<file path="config.mk">
export PLATFORM = sky130hd
export DESIGN_NAME = trap_sequencer
export DESIGN_NICKNAME = d
export VERILOG_FILES = /design/src/rtl/trap_pkg.sv /design/src/rtl/trap_sequencer_irq_prio_enc.sv /design/src/rtl/trap_sequencer.sv
export SDC_FILE = /design/constraint.sdc
export NUM_CORES = 1
export LEC_CHECK = 0
export ABC_AREA = 1
export CORE_MARGIN = 5
export CORE_UTILIZATION = 42
export CTS_BUF_LIST = sky130_fd_sc_hd__clkbuf_8
export CTS_CLUSTER_DIAMETER = 80
export DETAILED_ROUTE_END_ITERATION = 8
export PLACE_DENSITY = 0.78
export SLEW_MARGIN = 20
export SYNTH_ARGS = -nofsm -noshare
export SYNTH_HDL_FRONTEND = slang
export SYNTH_SLANG_ARGS = --single-unit
</file>
<file path="constraint.sdc">
create_clock -name ctrl_clk -period 6.1 [get_ports ctrl_clk]
set_clock_uncertainty 0.15 [all_clocks]
set_input_delay 1.22 -clock ctrl_clk [delete_from_list [all_inputs] [get_ports ctrl_clk]]
set_output_delay 1.22 -clock ctrl_clk [all_outputs]
set_load 0.02 [all_outputs]
</file>
<file path="src/rtl/trap_pkg.sv">
// Shared types and constants for the machine-mode trap/return sequencer.
package trap_pkg;

  // Sequencer states, one per CSR access plus the redirect handshake.
  typedef enum logic [3:0] {
    IDLE    = 4'd0,
    T_RDST  = 4'd1,
    T_EPC   = 4'd2,
    T_CAUSE = 4'd3,
    T_TVAL  = 4'd4,
    T_WRST  = 4'd5,
    T_RDVEC = 4'd6,
    R_RDST  = 4'd7,
    R_WRST  = 4'd8,
    R_RDEPC = 4'd9,
    REDIR   = 4'd10
  } trap_state_t;

  // Machine-mode CSR addresses touched by the sequence.
  localparam logic [11:0] CSR_MSTATUS = 12'h300;
  localparam logic [11:0] CSR_MTVEC   = 12'h305;
  localparam logic [11:0] CSR_MEPC    = 12'h341;
  localparam logic [11:0] CSR_MCAUSE  = 12'h342;
  localparam logic [11:0] CSR_MTVAL   = 12'h343;

  // Interrupt codes (bit positions in mip/mie).
  localparam logic [3:0] IRQ_SSI = 4'd1;
  localparam logic [3:0] IRQ_MSI = 4'd3;
  localparam logic [3:0] IRQ_STI = 4'd5;
  localparam logic [3:0] IRQ_MTI = 4'd7;
  localparam logic [3:0] IRQ_SEI = 4'd9;
  localparam logic [3:0] IRQ_MEI = 4'd11;

  // Priority order, index 0 is the highest priority.
  localparam int IRQ_NUM = 6;
  localparam logic [3:0] IRQ_PRIO [IRQ_NUM] = '{IRQ_MEI, IRQ_MSI, IRQ_MTI, IRQ_SEI, IRQ_SSI, IRQ_STI};

  // mstatus bit positions.
  localparam int MSTATUS_MIE    = 3;
  localparam int MSTATUS_MPIE   = 7;
  localparam int MSTATUS_MPP_LO = 11;
  localparam int MSTATUS_MPP_HI = 12;

  // mstatus image written on trap entry: stack MIE into MPIE, enter M-mode, disable.
  function automatic logic [31:0] mstatus_on_trap(input logic [31:0] st);
    logic [31:0] r;
    r = st;
    r[MSTATUS_MPP_HI:MSTATUS_MPP_LO] = 2'b11;
    r[MSTATUS_MPIE] = st[MSTATUS_MIE];
    r[MSTATUS_MIE]  = 1'b0;
    return r;
  endfunction

  // mstatus image written on mret: restore MIE from MPIE, MPIE set, MPP to U.
  function automatic logic [31:0] mstatus_on_mret(input logic [31:0] st);
    logic [31:0] r;
    r = st;
    r[MSTATUS_MIE]  = st[MSTATUS_MPIE];
    r[MSTATUS_MPIE] = 1'b1;
    r[MSTATUS_MPP_HI:MSTATUS_MPP_LO] = 2'b00;
    return r;
  endfunction

endpackage

</file>
<file path="src/rtl/trap_sequencer_irq_prio_enc.sv">
// Fixed-priority interrupt encoder; bits outside the priority list are ignored.
module irq_prio_enc
  import trap_pkg::*;
(
  input  logic [11:0] pending,
  output logic [3:0]  code,
  output logic        valid
);

  // Scan lowest priority first so the highest-priority pending code wins last.
  always_comb begin
    code  = 4'd0;
    valid = 1'b0;
    for (int i = IRQ_NUM - 1; i >= 0; i--) begin
      if (pending[IRQ_PRIO[i]]) begin
        code  = IRQ_PRIO[i];
        valid = 1'b1;
      end
    end
  end

endmodule

</file>
<file path="src/rtl/trap_sequencer.sv">
// Machine-mode trap/mret sequencer sitting in front of the csr_file access port.
//
// state   | meaning
// --------+---------------------------------------------------------
// IDLE    | pass pipeline CSR accesses through, arbitrate requests
// T_RDST  | read mstatus into st
// T_EPC   | write mepc
// T_CAUSE | write mcause
// T_TVAL  | write mtval (0 for interrupts)
// T_WRST  | write mstatus with trap-entry stacking
// T_RDVEC | read mtvec, form redirect target
// R_RDST  | read mstatus into st
// R_WRST  | write mstatus with mret unstacking
// R_RDEPC | read mepc, form redirect target
// REDIR   | hold redirect until fetch accepts it
module trap_sequencer
  import trap_pkg::*;
#(
  parameter logic [31:0] RESET_PC = 32'h0000_0000
) (
  input  logic        ctrl_clk,
  input  logic        ctrl_reset,
  input  logic        exc_valid,
  output logic        exc_ready,
  input  logic [3:0]  exc_cause,
  input  logic [31:0] exc_pc,
  input  logic [31:0] exc_tval,
  input  logic        mret_valid,
  output logic        mret_ready,
  input  logic [11:0] irq_pending,
  input  logic        ctrl_mie,
  input  logic [11:0] ins_addr,
  input  logic [31:0] ins_wdata,
  input  logic        ins_wen,
  output logic        ins_gnt,
  output logic [31:0] ins_rdata,
  output logic [11:0] csr_addr,
  output logic [31:0] csr_wdata,
  output logic        csr_wen,
  input  logic [31:0] csr_rdata,
  output logic        redirect_valid,
  input  logic        redirect_ready,
  output logic [31:0] redirect_pc,
  output logic        busy
);

  trap_state_t state;

  logic [31:0] st;
  logic [31:0] epc;
  logic [31:0] tval;
  logic [3:0]  cause;
  logic        is_irq;

  logic [3:0]  irq_code;
  logic        irq_valid;

  logic        idle;
  logic        irq_req;
  logic        take_exc;
  logic        take_irq;
  logic        take_mret;
  logic        accept;

  logic [31:0] vec_base;
  logic [31:0] vec_target;

  irq_prio_enc u_irq_prio_enc (
    .pending (irq_pending),
    .code    (irq_code),
    .valid   (irq_valid)
  );

  // Arbitration in IDLE: exception, then enabled interrupt, then mret, else pass-through.
  always_comb begin
    idle       = (state == IDLE) && !ctrl_reset;
    irq_req    = ctrl_mie && irq_valid;
    take_exc   = idle && exc_valid;
    take_irq   = idle && !exc_valid && irq_req;
    take_mret  = idle && !exc_valid && !irq_req && mret_valid;
    accept     = take_exc || take_irq || take_mret;
    exc_ready  = take_exc;
    mret_ready = take_mret;
    ins_gnt    = idle && !accept;
    ins_rdata  = csr_rdata;
  end

  // Trap target from mtvec: vectored mode only offsets interrupts.
  always_comb begin
    vec_base   = {csr_rdata[31:2], 2'b00};
    vec_target = vec_base;
    if (csr_rdata[1:0] == 2'b01 && is_irq) begin
      vec_target = vec_base + {26'd0, cause, 2'b00};
    end
  end

  // CSR port mux: pipeline access in IDLE, otherwise the current sequence step.
  always_comb begin
    csr_addr  = 12'd0;
    csr_wdata = 32'd0;
    csr_wen   = 1'b0;
    case (state)
      IDLE: begin
        if (ins_gnt) begin
          csr_addr  = ins_addr;
          csr_wdata = ins_wdata;
          csr_wen   = ins_wen;
        end
      end
      T_RDST, R_RDST: csr_addr = CSR_MSTATUS;
      T_EPC: begin
        csr_addr  = CSR_MEPC;
        csr_wdata = epc & ~32'd3;
        csr_wen   = 1'b1;
      end
      T_CAUSE: begin
        csr_addr  = CSR_MCAUSE;
        csr_wdata = {is_irq, 27'd0, cause};
        csr_wen   = 1'b1;
      end
      T_TVAL: begin
        csr_addr  = CSR_MTVAL;
        csr_wdata = is_irq ? 32'd0 : tval;
        csr_wen   = 1'b1;
      end
      T_WRST: begin
        csr_addr  = CSR_MSTATUS;
        csr_wdata = mstatus_on_trap(st);
        csr_wen   = 1'b1;
      end
      T_RDVEC: csr_addr = CSR_MTVEC;
      R_WRST: begin
        csr_addr  = CSR_MSTATUS;
        csr_wdata = mstatus_on_mret(st);
        csr_wen   = 1'b1;
      end
      R_RDEPC: csr_addr = CSR_MEPC;
      default: begin
        csr_addr  = 12'd0;
        csr_wdata = 32'd0;
        csr_wen   = 1'b0;
      end
    endcase
  end

  // Sequencer FSM with registered redirect and busy outputs.
  always_ff @(posedge ctrl_clk or posedge ctrl_reset) begin
    if (ctrl_reset) begin
      state          <= IDLE;
      st             <= 32'd0;
      epc            <= 32'd0;
      tval           <= 32'd0;
      cause          <= 4'd0;
      is_irq         <= 1'b0;
      redirect_valid <= 1'b0;
      redirect_pc    <= RESET_PC;
      busy           <= 1'b0;
    end else begin
      case (state)
        IDLE: begin
          if (take_exc) begin
            cause  <= exc_cause;
            epc    <= exc_pc;
            tval   <= exc_tval;
            is_irq <= 1'b0;
            state  <= T_RDST;
            busy   <= 1'b1;
          end else if (take_irq) begin
            cause  <= irq_code;
            epc    <= exc_pc;
            tval   <= 32'd0;
            is_irq <= 1'b1;
            state  <= T_RDST;
            busy   <= 1'b1;
          end else if (take_mret) begin
            state  <= R_RDST;
            busy   <= 1'b1;
          end
        end
        T_RDST: begin
          st    <= csr_rdata;
          state <= T_EPC;
        end
        T_EPC:   state <= T_CAUSE;
        T_CAUSE: state <= T_TVAL;
        T_TVAL:  state <= T_WRST;
        T_WRST:  state <= T_RDVEC;
        T_RDVEC: begin
          redirect_pc    <= vec_target;
          redirect_valid <= 1'b1;
          state          <= REDIR;
        end
        R_RDST: begin
          st    <= csr_rdata;
          state <= R_WRST;
        end
        R_WRST: state <= R_RDEPC;
        R_RDEPC: begin
          redirect_pc    <= csr_rdata & ~32'd3;
          redirect_valid <= 1'b1;
          state          <= REDIR;
        end
        REDIR: begin
          if (redirect_ready) begin
            redirect_valid <= 1'b0;
            busy           <= 1'b0;
            state          <= IDLE;
          end
        end
        default: begin
          redirect_valid <= 1'b0;
          busy           <= 1'b0;
          state          <= IDLE;
        end
      endcase
    end
  end

endmodule

</file>
* After elaboration in Yosys (flattened, before gate mapping)
Cells that the tools add are included.
Storage, ports and cells: logic and storage cells 94, register bits 139, output and inout port bits 114
Cells by class: mux-type cells 40, add/subtract/negate cells 1, reductions and logical operators 29, bitwise logic cells 2, eq/ne operators 13
Operators with widths (count):
- $mux W32 | 7
- $pmux W32 S6 | 1
- $pmux W12 S6 | 1
- $pmux W32 S2 | 1
- $mux W4 | 10
- $pmux W4 S10 | 1
- $add A32 B6 Y32 | 1
- $eq A4 B3 Y1 const B | 4
- $mux W1 | 13
- $eq A4 B4 Y1 const B | 3
- $mux W12 | 1
- $logic_and A1 B1 Y1 | 9
- $reduce_or A9 Y1 | 1
- $eq A4 B2 Y1 const B | 2
- $reduce_or A8 Y1 | 1
- $mux W3 | 2
- $pmux W1 S3 | 2
- $reduce_and A2 Y1 | 3
- $reduce_or A2 Y1 | 3
- $reduce_or A5 Y1 | 1
- $eq A4 B1 Y1 const B | 1
- $logic_not A1 Y1 | 4
- $logic_not A4 Y1 | 1
- $ne A4 B4 Y1 const B | 1
- 8 further kinds | 11

* Depth between registers and ports, before layout
Gate-level depths: netlist (run 1).
depth in word-level cells 15, gate-level depth with buffers 13, gate-level depth less buffers 13

* Hierarchy
Synthesis (run 1) repeated with hierarchy kept, for this count alone.
Unflattened totals: cells, all modules 1001, area total of the unflattened synthesis 7480.9 µm²
Modules (own cells, without submodules):
- trap_sequencer | area each 7419.6 µm², instances 1, sequential area each 3328.2 µm², cells an instance 988
- irq_prio_enc | area each 61.3 µm², instances 1, sequential area each 0.0 µm², cells an instance 13

* Least setup slack after synthesis (run 1)
Ideal clock, no wire load.
path kind input port to output port, start point input ctrl_reset, end point output csr_wdata[18], arrival time 5.282 ns, stages 8, setup slack -0.552 ns, path through inv_1 -> nand3_2 -> nor2_2 -> nand2_1 -> nor2_4 -> buf_4 -> nand2_1 -> nand3_1
On the way: longest elaborated chain between the ends 10, elaborated cells between the ends (all ways) 13, classes of those cells mux (2); reduce/logical (11)
RTL lines:
- from (decl) | RTL line trap_sequencer.sv:22 | input logic ctrl_reset,
- $logic_not A1 Y1 (no line) *
- $logic_and A1 B1 Y1 * | RTL line trap_sequencer.sv:76 | idle = (state == IDLE) && !ctrl_reset;
- $logic_and A1 B1 Y1 | RTL line trap_sequencer.sv:79, trap_sequencer.sv:80
- $logic_and A1 B1 Y1 (on tied branches) | RTL line trap_sequencer.sv:79, trap_sequencer.sv:80
- $logic_or A1 B1 Y1 or $logic_and A1 B1 Y1 (tied branches) | RTL line trap_sequencer.sv:81, trap_sequencer.sv:80
- $logic_or A1 B1 Y1 | RTL line trap_sequencer.sv:81 | accept = take_exc || take_irq || take_mret;
- $logic_not A1 Y1 | RTL line trap_sequencer.sv:84 | ins_gnt = idle && !accept;
- $logic_and A1 B1 Y1 * | RTL line trap_sequencer.sv:84
- named net ins_gnt | RTL line trap_sequencer.sv:35 | output logic ins_gnt,
- $mux W32 * | RTL line trap_sequencer.sv:104 | if (ins_gnt) begin
- $pmux W32 S6 * | RTL line trap_sequencer.sv:102 | case (state)
- to (decl) | RTL line trap_sequencer.sv:38 | output logic [31:0] csr_wdata,
Mark *: on every way through the listed nets, which the timed path passes. The rest lies on a longest branch.

* Worst setup path after layout (run 1)
start point input irq_pending[3], end point output csr_wdata[5]
On the way: longest elaborated chain between the ends 11, elaborated cells between the ends (all ways) 13, classes of those cells mux (4); reduce/logical (9)
RTL lines:
- from (decl) | RTL line trap_sequencer.sv:30 | input logic [11:0] irq_pending,
- $mux W1 * (2 in series) | RTL line trap_sequencer_irq_prio_enc.sv:15 | if (pending[IRQ_PRIO[i]]) begin
- $logic_and A1 B1 Y1 * | RTL line trap_sequencer.sv:77 | irq_req = ctrl_mie && irq_valid;
- $logic_not A1 Y1 | RTL line trap_sequencer.sv:80 | take_mret = idle && !exc_valid && !irq_req && mret_valid;
- $logic_and A1 B1 Y1 (2 in series) | RTL line trap_sequencer.sv:80
- $logic_or A1 B1 Y1 * | RTL line trap_sequencer.sv:81
- $logic_not A1 Y1 * | RTL line trap_sequencer.sv:84
- $logic_and A1 B1 Y1 * | RTL line trap_sequencer.sv:84
- $mux W32 * | RTL line trap_sequencer.sv:104
- $pmux W32 S6 * | RTL line trap_sequencer.sv:102
Every way passes the cells marked *; elsewhere a longest branch is shown, timed or not.

==> impl_metrics.ini, run 1 <==
[status]
status = complete, no violations

[timing]
min_period_ps = 5170
drv_slew = 0
setup_tns_ps = 0
finalCritPeriodShare_pct = 84.7
max_freq_mhz = 193
relSlewSlack_pct = 29.9
hold_viol = 0
setup_viol = 0
worst_pin_slew_ps = 1050
rsz0062_at_grt = false

[clock_network]
path_clk_slew_ps = 80
clk_latency_ps = 470
cts-hold-fix-buffers = 0
post_cts_buffers = 0
htreeDepth = 4
clockBufferDepth = 2
cts_tree = yes
cts-resized-gates = 0
clock-sinks = 133
cts_made_buffers = 17
root_buffer = clkbuf_8

[logic_synthesis]
synth_edf_count = 0
async_flop_share_pct = 100
ys_warn_count = 0
yosysMostFrequentCell = nand2_1
postSynthCellCount = 954
yosysUniqueCellTypes = 39
synthTopCellsByCount = 311 x nand2_1, 133 x dfrtp_1, 98 x inv_1, 66 x nand3_1, 59 x o21ai_0
netlist_area_mm2 = 0.00745
synth_seq_cells = 133
ys_seq_area_share_pct = 44.7
ys.flop_type = dfrtp_1
synth_top_area_share_pct = 44.7
yosysTopAreaCell = dfrtp_1
synthTopCellsByArea = dfrtp_1 45%, nand2_1 16%, inv_1 4.9%
avgSynthCellArea_um2 = 7.81

[worst_setup_path]
critPathTopFamily = buffers and inverters
critPathArrivalTime_ps = 3800
cp-start-kind = primary input
cp-end-kind = primary output
crit_chain = clkdlybuf4s50_1 -> inv_1 -> nand2_1 -> nor2_2 -> nand2_1 -> nand2_1 -> nand2_1 -> nor2_4 -> buf_12 -> nand2_1 -> o211ai_1 -> clkdlybuf4s50_1
crit_type = primary input to primary output
critPathSlowestCell = clkdlybuf4s50_1
path_buf_inv = 4
critical-path-max-stage-delay_ps = 670
critPathRequiredTime_ps = 4730
crit_top_cell = nand2_1
path_max_fanout = 22

[drt]
wl_per_cell_um = 18.3
viasPerCell = 5.23
routed_wl_um = 25800
drc = 0
num_vias = 7374
initialDrtViolationCount = 541
ant_nets = 0
firstDrtPassIters = 6

[placement]
place_congestion = 0.920
dp_hpwl_um = 19400
numPortBuffers = 266

[global_route]
grt_first_pass_wirelength_um = 39600
grt_overflow = 0
grt_antenna_before_repair = 0
grt_pass1_vias = 7257
grt_max_degree = 79
grt_usage_pct = 25.1

[finish]
fillers = 1593
n_antenna_cell = 0
area_growth_pct = 39.7
final_nets = 1342
drive_above_1_share_pct = 5.90

[job]
maxCapViolations = 0

[floorplanning]
die_w_um = 143
die_y_um = 143
fp.dieArea_mm2 = 0.0205
core-area_mm2 = 0.0174
start_util_pct = 42.9
ios = 277
rows = 48

[min_path]
hp-class = register to register

[power_and_ir_drop]
combPwrFrac_pct = 48.8
clockPowerShare_pct = 18.3
power_mw = 4.69
power_density_mw_per_mm2 = 450
leakagePower_nw = 4.75
p_seq_share_pct = 32.9
p_int_mw = 2.74
p_sw_share_pct = 41.4
peakVddDrop_mv = 0.201
netSwitchingPower_mw = 1.94
-- cells by family after synthesis --
kind of cell,share of synthesized area [%]
AND/OR/NAND/NOR,27.0
buffers and inverters,12.2
AO/OA/AOI/OAI,14.5
flip-flops,44.7
XOR/XNOR,0.705
adder cells (fa/ha/maj),0.940
other,0.0503
-- power by group through the flow --
stage | Combinational, mW | Clock, mW | Sequential [mW]
3_5_place_dp | 2.29 | 0 | 1.55
5_1_grt | 2.51 | 0.911 | 1.59
6_report | 2.29 | 0.856 | 1.54
4_1_cts | 2.31 | 0.867 | 1.54
2_1_floorplan | 1.27 | 0 | 1.60
3_3_place_gp | 2.25 | 0 | 1.54
-- registers in the layout, indices dropped and copies added, names as in the netlist --
signal	flops
redirect_pc	30
is_irq	1
epc	30
redirect_valid	1
cause	4
tval	32
st	30
busy	1
state	4
-- path summary, 6_finish.rpt --
check,startpoint,endpoint,slack [ps],depth (start not counted)
max,irq_pending[3],csr_wdata[5],930,12
min,redirect_pc[29]$_DFFE_PP0P_,redirect_pc[29]$_DFFE_PP0P_,330,2
max reg2reg,state[2]$_DFFE_PP0P_,epc[26]$_DFFE_PP0P_,3080,7
min reg2reg,redirect_pc[29]$_DFFE_PP0P_,redirect_pc[29]$_DFFE_PP0P_,330,2
max in group asynchronous,ctrl_reset,st[28]$_DFFE_PP0P_,3390,4
min in group asynchronous,ctrl_reset,epc[30]$_DFFE_PP0P_,1210,3
-- final cells by class --
class	instances	area, um2	area share [%]
tap	225	282	2.70
clock buffer	18	248	2.38
clock inverter	13	205	1.97
sequential	133	3330	32.0
timing repair buffer	271	2720	26.1
multi-input combinational	645	3230	31.0
inverter	106	404	3.88
-- routing by layer --
metal  up-vias  part of all wire, %  track usage (%)  routed length (um)
li1       3534                    -                -                   -
met1      3436                   44             35.4               11200
met2       362                   45             39.4               11600
met3        42                  9.5             5.39                2460
met4         0                  1.9             6.30                 483
met5         -                    0                0                   0
-- worst reg2reg max path, delay by kind of cell, from the launching register on --
kind	cells	cell delay, ps
buffers and inverters	2	1070
AND/OR/NAND/NOR	4	1160
AO/OA/AOI/OAI	1	140
flip-flops	1	420
-- cells in the final DEF, fill, tap and decap left out, drive strengths merged --
cell             n
nand2          318
clkdlybuf4s50  266
dfrtp          133
inv            106
nand3           67
o21ai           63
nor2            62
a22o            26
o211ai          21
a22oi           20
clkbuf          18
nand4           12
a21oi           10
o2111ai          7
nor3             7
a31oi            6
o21bai           6
bufinv           5
buf              5
clkinvlp         4
xor2             4
ha               4
clkinv           4
nand3b           3
xnor2            2
o22ai            2
conb             2
o31ai            1
a221oi           1
fa               1
-- per-stage QoR --
stage                     hold WS (ps)  utilization, %  setup WS [ps]  std cells  instance area [um2]
final                              335            60.0            931       1411                10400
after global routing               356            60.0            769       1411                10400
after CTS                          337            60.0            927       1411                10400
after detailed placement           317            57.4            929       1380                 9960
after global placement             307            57.4           1010       1380                 9960
after floorplan                    299               -            558        955                 7460
No activity file was read; power rests on OpenSTA's default activity.
==> run 2, diff against run 1 <==
--- a/config.mk
+++ b/config.mk
@@ -7,11 +7,11 @@
 export LEC_CHECK = 0
 export ABC_AREA = 1
 export CORE_MARGIN = 5
-export CORE_UTILIZATION = 42
+export CORE_UTILIZATION = 46
 export CTS_BUF_LIST = sky130_fd_sc_hd__clkbuf_8
 export CTS_CLUSTER_DIAMETER = 80
 export DETAILED_ROUTE_END_ITERATION = 8
-export PLACE_DENSITY = 0.78
+export PLACE_DENSITY = 0.81
 export SLEW_MARGIN = 20
 export SYNTH_ARGS = -nofsm -noshare
 export SYNTH_HDL_FRONTEND = slang
==> constraint.sdc (replaced) <==
create_clock -name ctrl_clk -period 5.4 [get_ports ctrl_clk]
set_clock_uncertainty 0.15 [all_clocks]
set_input_delay 1.08 -clock ctrl_clk [delete_from_list [all_inputs] [get_ports ctrl_clk]]
set_output_delay 1.08 -clock ctrl_clk [all_outputs]
set_load 0.02 [all_outputs]
==> run 2 against run 1 <==
  * Sequential power rose by 13%
  * Core utilization rose by 5.7 points
  * Die area fell by 8.1%
  * Global-route usage rose by 1.9 points
  * Setup slack got worse by 220 ps
  * Power rose by 14%
  * Sequential share of layout area fell by 0.069 points
  * Register-to-register slack got worse by 390 ps
  * Sequential cell count did not move
  * Final area rose by 0.22%
  * Critical path depth did not move
  * Worst hold slack barely moved
  * Critical path type unchanged
==> impl_metrics.ini, run 2 (same netlist as run 1, synthesis figures left out) <==
[status]
status = complete, no violations

[worst_setup_path]
critPathArrivalTime_ps = 3460
r2r_slack_ps = 2690
crit_top_cell = nand2_1
ff2ff_path_depth = 8
critical-path-max-stage-delay_ps = 660
r2r-end = cause[1]$_DFFE_PP0P_
r2r-start = state[3]$_DFFE_PP0P_
cp-end-kind = primary output
crit_chain = clkdlybuf4s50_1 -> inv_1 -> nand2_1 -> nor2_2 -> nand2_1 -> nand2_1 -> nand2_1 -> nor2_4 -> buf_12 -> nand2_1 -> o211ai_1 -> clkdlybuf4s50_1
path_max_fanout = 28
path_buf_inv = 4
critPathRequiredTime_ps = 4170
critPathSlowestCell = clkdlybuf4s50_1
cp-start-kind = primary input
crit_type = primary input to primary output
critPathTopFamily = buffers and inverters

[global_route]
gr-max-usage-layer = met2
grt.met3_usage_pct = 6.94
grt_pass1_vias = 7278
grt_overflow = 0
grt_first_pass_wirelength_um = 39000
grt_antenna_before_repair = 1
use_met2_pct = 42.9
grt_max_degree = 69
grt_usage_pct = 27.0
use_met1_pct = 36.5

[drt]
routed_wl_um = 25600
viasPerCell = 5.26
firstDrtPassIters = 8
initialDrtViolationCount = 529
num_vias = 7396
wl_per_cell_um = 18.2
drc = 0
ant_nets = 0

[clock_network]
path_clk_slew_ps = 70
clockBufferDepth = 2
clk_latency_ps = 440
cts-resized-gates = 0
htreeDepth = 4
root_buffer = clkbuf_8
cts_made_buffers = 17
cts_tree = yes
clock-sinks = 133
cts-hold-fix-buffers = 0
post_cts_buffers = 0

[finish]
largest_reg_flops = 32
area_growth_pct = 40.0
finalInstanceArea_mm2 = 0.0104
final_common_cell = nand2_1
final_nets = 1345
regMostFlops = tval
drive_above_1_share_pct = 6.22
utilization_pct = 65.7
final_cell_mix = 311 x nand2_1, 266 x clkdlybuf4s50_1, 133 x dfrtp_1
fillers = 1378

[timing]
setup_viol = 0
finalCritPeriodShare_pct = 86.8
relSlewSlack_pct = 31.7
hold_viol = 0
worst_hold_slack_ps = 335
min_period_ps = 4690
max_freq_mhz = 213
drv_slew = 0
rsz0062_at_grt = false
setup_tns_ps = 0
worst_pin_slew_ps = 1020

[power_and_ir_drop]
power_density_mw_per_mm2 = 510
power_mw = 5.33
leakagePower_nw = 4.77
peakVddDrop_mv = 0.326

[floorplanning]
fp.dieArea_mm2 = 0.0188
die_w_um = 137
start_util_pct = 46.9
die_y_um = 137
ios = 277
rows = 46
core-area_mm2 = 0.0159

[placement]
dpl_cell_area_mm2 = 0.00997
numPortBuffers = 266
dp_hpwl_um = 19400
place_congestion = 0.968

[min_path]
hp-class = register to register
holdPathEnd = redirect_pc[26]$_DFFE_PP0P_
hp-start = redirect_pc[26]$_DFFE_PP0P_
holdPathStages = 2

[job]
maxCapViolations = 0
## run 2: where the power goes
group / leakage (nW) / internal (mW) / switching [mW]
logic: 2.90 / 1.08 / 1.53
registers: 1.64 / 1.47 / 0.269
clock network: 0.224 / 0.572 / 0.407
total: 4.77 / 3.12 / 2.20
## run 2: cell type report
class / count / area, um2 / share of cell area, %
sequential: 133 / 3330 / 31.9
timing repair buffer: 274 / 2740 / 26.2
inverter: 106 / 404 / 3.87
clock buffer: 19 / 262 / 2.51
multi-input combinational: 645 / 3230 / 31.0
clock inverter: 13 / 204 / 1.95
tap: 216 / 270 / 2.59
antenna: 1 / 2.50 / 0.0240
## run 2: tightest hold or removal path: cells and delay by family (launching register included)
| kind | cells | cell delay (ps) |
|---|---|---|
| flops | 1 | 350 |
| simple gates | 2 | 110 |
## run 2: worst max path at each step
stage                          startpoint             to  slack (ps)  cells past startpoint
final                      irq_pending[3]  csr_wdata[10]         710                     12
after global routing       irq_pending[3]    csr_addr[4]         540                     12
after CTS                  irq_pending[3]  csr_wdata[10]         710                     12
after detailed placement  irq_pending[11]  csr_wdata[10]         720                     12
after global placement         ctrl_reset  csr_wdata[10]         770                     10
after floorplan                ctrl_reset   csr_wdata[0]         140                      8
## run 2: metal layers
layer / wire, um / up-vias
met5: 0 / -
met2: 11800 / 354
met1: 11000 / 3468
met4: 457 / 0
li1: - / 3535
met3: 2290 / 39
## run 2: through the flow
stage	setup WS, ps	instances
2_1_floorplan	138	955
6_report	710	1407
4_1_cts	712	1406
5_1_grt	541	1407
3_3_place_gp	770	1374
3_5_place_dp	723	1374
==> run 3, diff against run 2 <==
--- a/config.mk
+++ b/config.mk
@@ -7,11 +7,10 @@
 export LEC_CHECK = 0
 export ABC_AREA = 1
 export CORE_MARGIN = 5
-export CORE_UTILIZATION = 46
-export CTS_BUF_LIST = sky130_fd_sc_hd__clkbuf_8
+export CORE_UTILIZATION = 45
 export CTS_CLUSTER_DIAMETER = 80
 export DETAILED_ROUTE_END_ITERATION = 8
-export PLACE_DENSITY = 0.81
+export PLACE_DENSITY = 0.79
 export SLEW_MARGIN = 20
 export SYNTH_ARGS = -nofsm -noshare
 export SYNTH_HDL_FRONTEND = slang
==> run 3 against run 2 <==
  * Via count fell by 0.27%
  * Core utilization decreased by 1.5 points
  * Global-route usage fell by 0.98 points
  * Final area rose by 0.87%
  * Sequential cell count is the same
==> impl_metrics.ini, run 3 (same netlist as run 1, synthesis figures left out) <==
[status]
status = complete, no violations

[placement]
dp_hpwl_um = 18600
dp.cells = 1376
place_congestion = 0.934
dpl_cell_area_mm2 = 0.00994
numPortBuffers = 266

[timing]
hold_viol = 0
setup_tns_ps = 0
max_freq_mhz = 211
relSlewSlack_pct = 30.8
setup_viol = 0
worst_hold_slack_ps = 331
rsz0062_at_grt = false
min_period_ps = 4730
worst_pin_slew_ps = 1040
drv_slew = 0
finalCritPeriodShare_pct = 87.6

[clock_network]
clock-sinks = 133
clk_latency_ps = 420
cts-resized-gates = 0
cts-hold-fix-buffers = 0
path_clk_slew_ps = 60
cts_tree = yes
post_cts_buffers = 0
cts_made_buffers = 17
root_buffer = clkbuf_16
htreeDepth = 4
clockBufferDepth = 2

[floorplanning]
start_util_pct = 45.4
die_y_um = 139
core-area_mm2 = 0.0164
die_w_um = 139
ios = 277
fp.dieArea_mm2 = 0.0192
rows = 47

[power_and_ir_drop]
power_density_mw_per_mm2 = 519
leakagePower_nw = 4.82
p_sw_share_pct = 40.3
combPwrFrac_pct = 47.2
clockPowerShare_pct = 20.9
p_seq_share_pct = 31.9
p_int_mw = 3.26
peakVddDrop_mv = 0.267
netSwitchingPower_mw = 2.20

[global_route]
grt_antenna_before_repair = 1
grt_first_pass_wirelength_um = 39800
grt_max_degree = 82
grt_pass1_vias = 7175
grt_usage_pct = 26.0
grt_overflow = 0

[finish]
drive_above_1_share_pct = 5.73
seqCellArea_mm2 = 0.00333
multi_input_area_mm2 = 0.00323
finalInstanceArea_mm2 = 0.0105
largest_reg_flops = 32
final_common_cell = nand2_1
final_nets = 1343
utilization_pct = 64.2
regMostFlops = tval
fin_cells = 1409
final_cell_mix = 311 x nand2_1, 266 x clkdlybuf4s50_1, 133 x dfrtp_1
area_growth_pct = 41.3
fillers = 1451

[worst_setup_path]
cp-start-kind = primary input
crit_type = primary input to primary output
critical-path-max-stage-delay_ps = 620
critPathSlowestCell = clkdlybuf4s50_1
crit_top_cell = nand2_1
critPathRequiredTime_ps = 4170
cp.depth = 12
path_buf_inv = 5
ff2ff_path_depth = 10
path_max_fanout = 41
critPathTopFamily = buffers and inverters
crit_chain = clkdlybuf4s50_1 -> inv_1 -> nand2_1 -> nor2_2 -> nand2_1 -> nand2_1 -> nand2_1 -> nor2_4 -> buf_4 -> inv_1 -> nor2_1 -> clkdlybuf4s50_1
critPathArrivalTime_ps = 3500
cp-end-kind = primary output

[drt]
firstDrtPassIters = 5
ant_nets = 0
num_vias = 7376
routed_wl_um = 25200
initialDrtViolationCount = 585
viasPerCell = 5.23
wl_per_cell_um = 17.9
drc = 0

[job]
maxCapViolations = 0

[min_path]
hp-class = register to register
holdPathStages = 2
-- run 3: cell types whose count changed in the layout (fill, tap and decap cells not counted), moves of 2 or more --
cell | previous run | this run
clkinvlp_4 | 5 | 2
buf_4 | 7 | 5
clkbuf_8 | 19 | 3
bufinv_16 | 5 | 2
clkbuf_1 | 0 | 3
clkbuf_16 | 0 | 17
-- run 3: cell type report --
| cell class | count | area share, % |
|---|---|---|
| Multi-Input combinational cell | 645 | 30.6 |
| Clock buffer | 23 | 4.54 |
| Timing Repair Buffer | 272 | 25.8 |
| Sequential cell | 133 | 31.6 |
| Antenna cell | 2 | 0.0475 |
| Inverter | 106 | 3.84 |
| Tap cell | 220 | 2.61 |
| Clock inverter | 8 | 0.951 |
-- run 3: tightest hold or removal path, stage by stage, from the launching register on --
cell and delay, ps:
dfrtp_1 340, nand2_1 50, nand2_1 50
-- run 3: final timing paths --
path	endpoint	slack, ps	from
worst max-delay path	csr_addr[3]	670	irq_pending[11]
worst min register to register	busy$_DFFE_PP0P_	330	busy$_DFFE_PP0P_
min in group asynchronous	epc[3]$_DFFE_PP0P_	1100	ctrl_reset
worst max register to register	busy$_DFFE_PP0P_	2860	state[1]$_DFFE_PP0P_
max in group asynchronous	epc[7]$_DFFE_PP0P_	2830	ctrl_reset
worst min-delay path	busy$_DFFE_PP0P_	330	busy$_DFFE_PP0P_
-- run 3: per-stage QoR --
step	total power [mW]	setup WS, ps
after detailed placement	4.31	697
after global routing	5.84	449
after floorplan	3.24	138
final	5.46	672
after global placement	4.26	760
after CTS	5.47	681
-- run 3: layer usage --
layer	share of wire, %	GRT usage [%]
met1	45	36.6
met5	0	0
met4	2.6	8.34
met3	7.7	7.38
met2	45	39.1
-- run 3: power by group through the flow --
stage / sequential (mW) / combinational [mW] / clock, mW
after floorplan: 1.81 / 1.43 / 0
after global placement: 1.73 / 2.53 / 0
after detailed placement: 1.75 / 2.57 / 0
after CTS: 1.74 / 2.59 / 1.15
after global routing: 1.80 / 2.84 / 1.20
final: 1.74 / 2.58 / 1.14
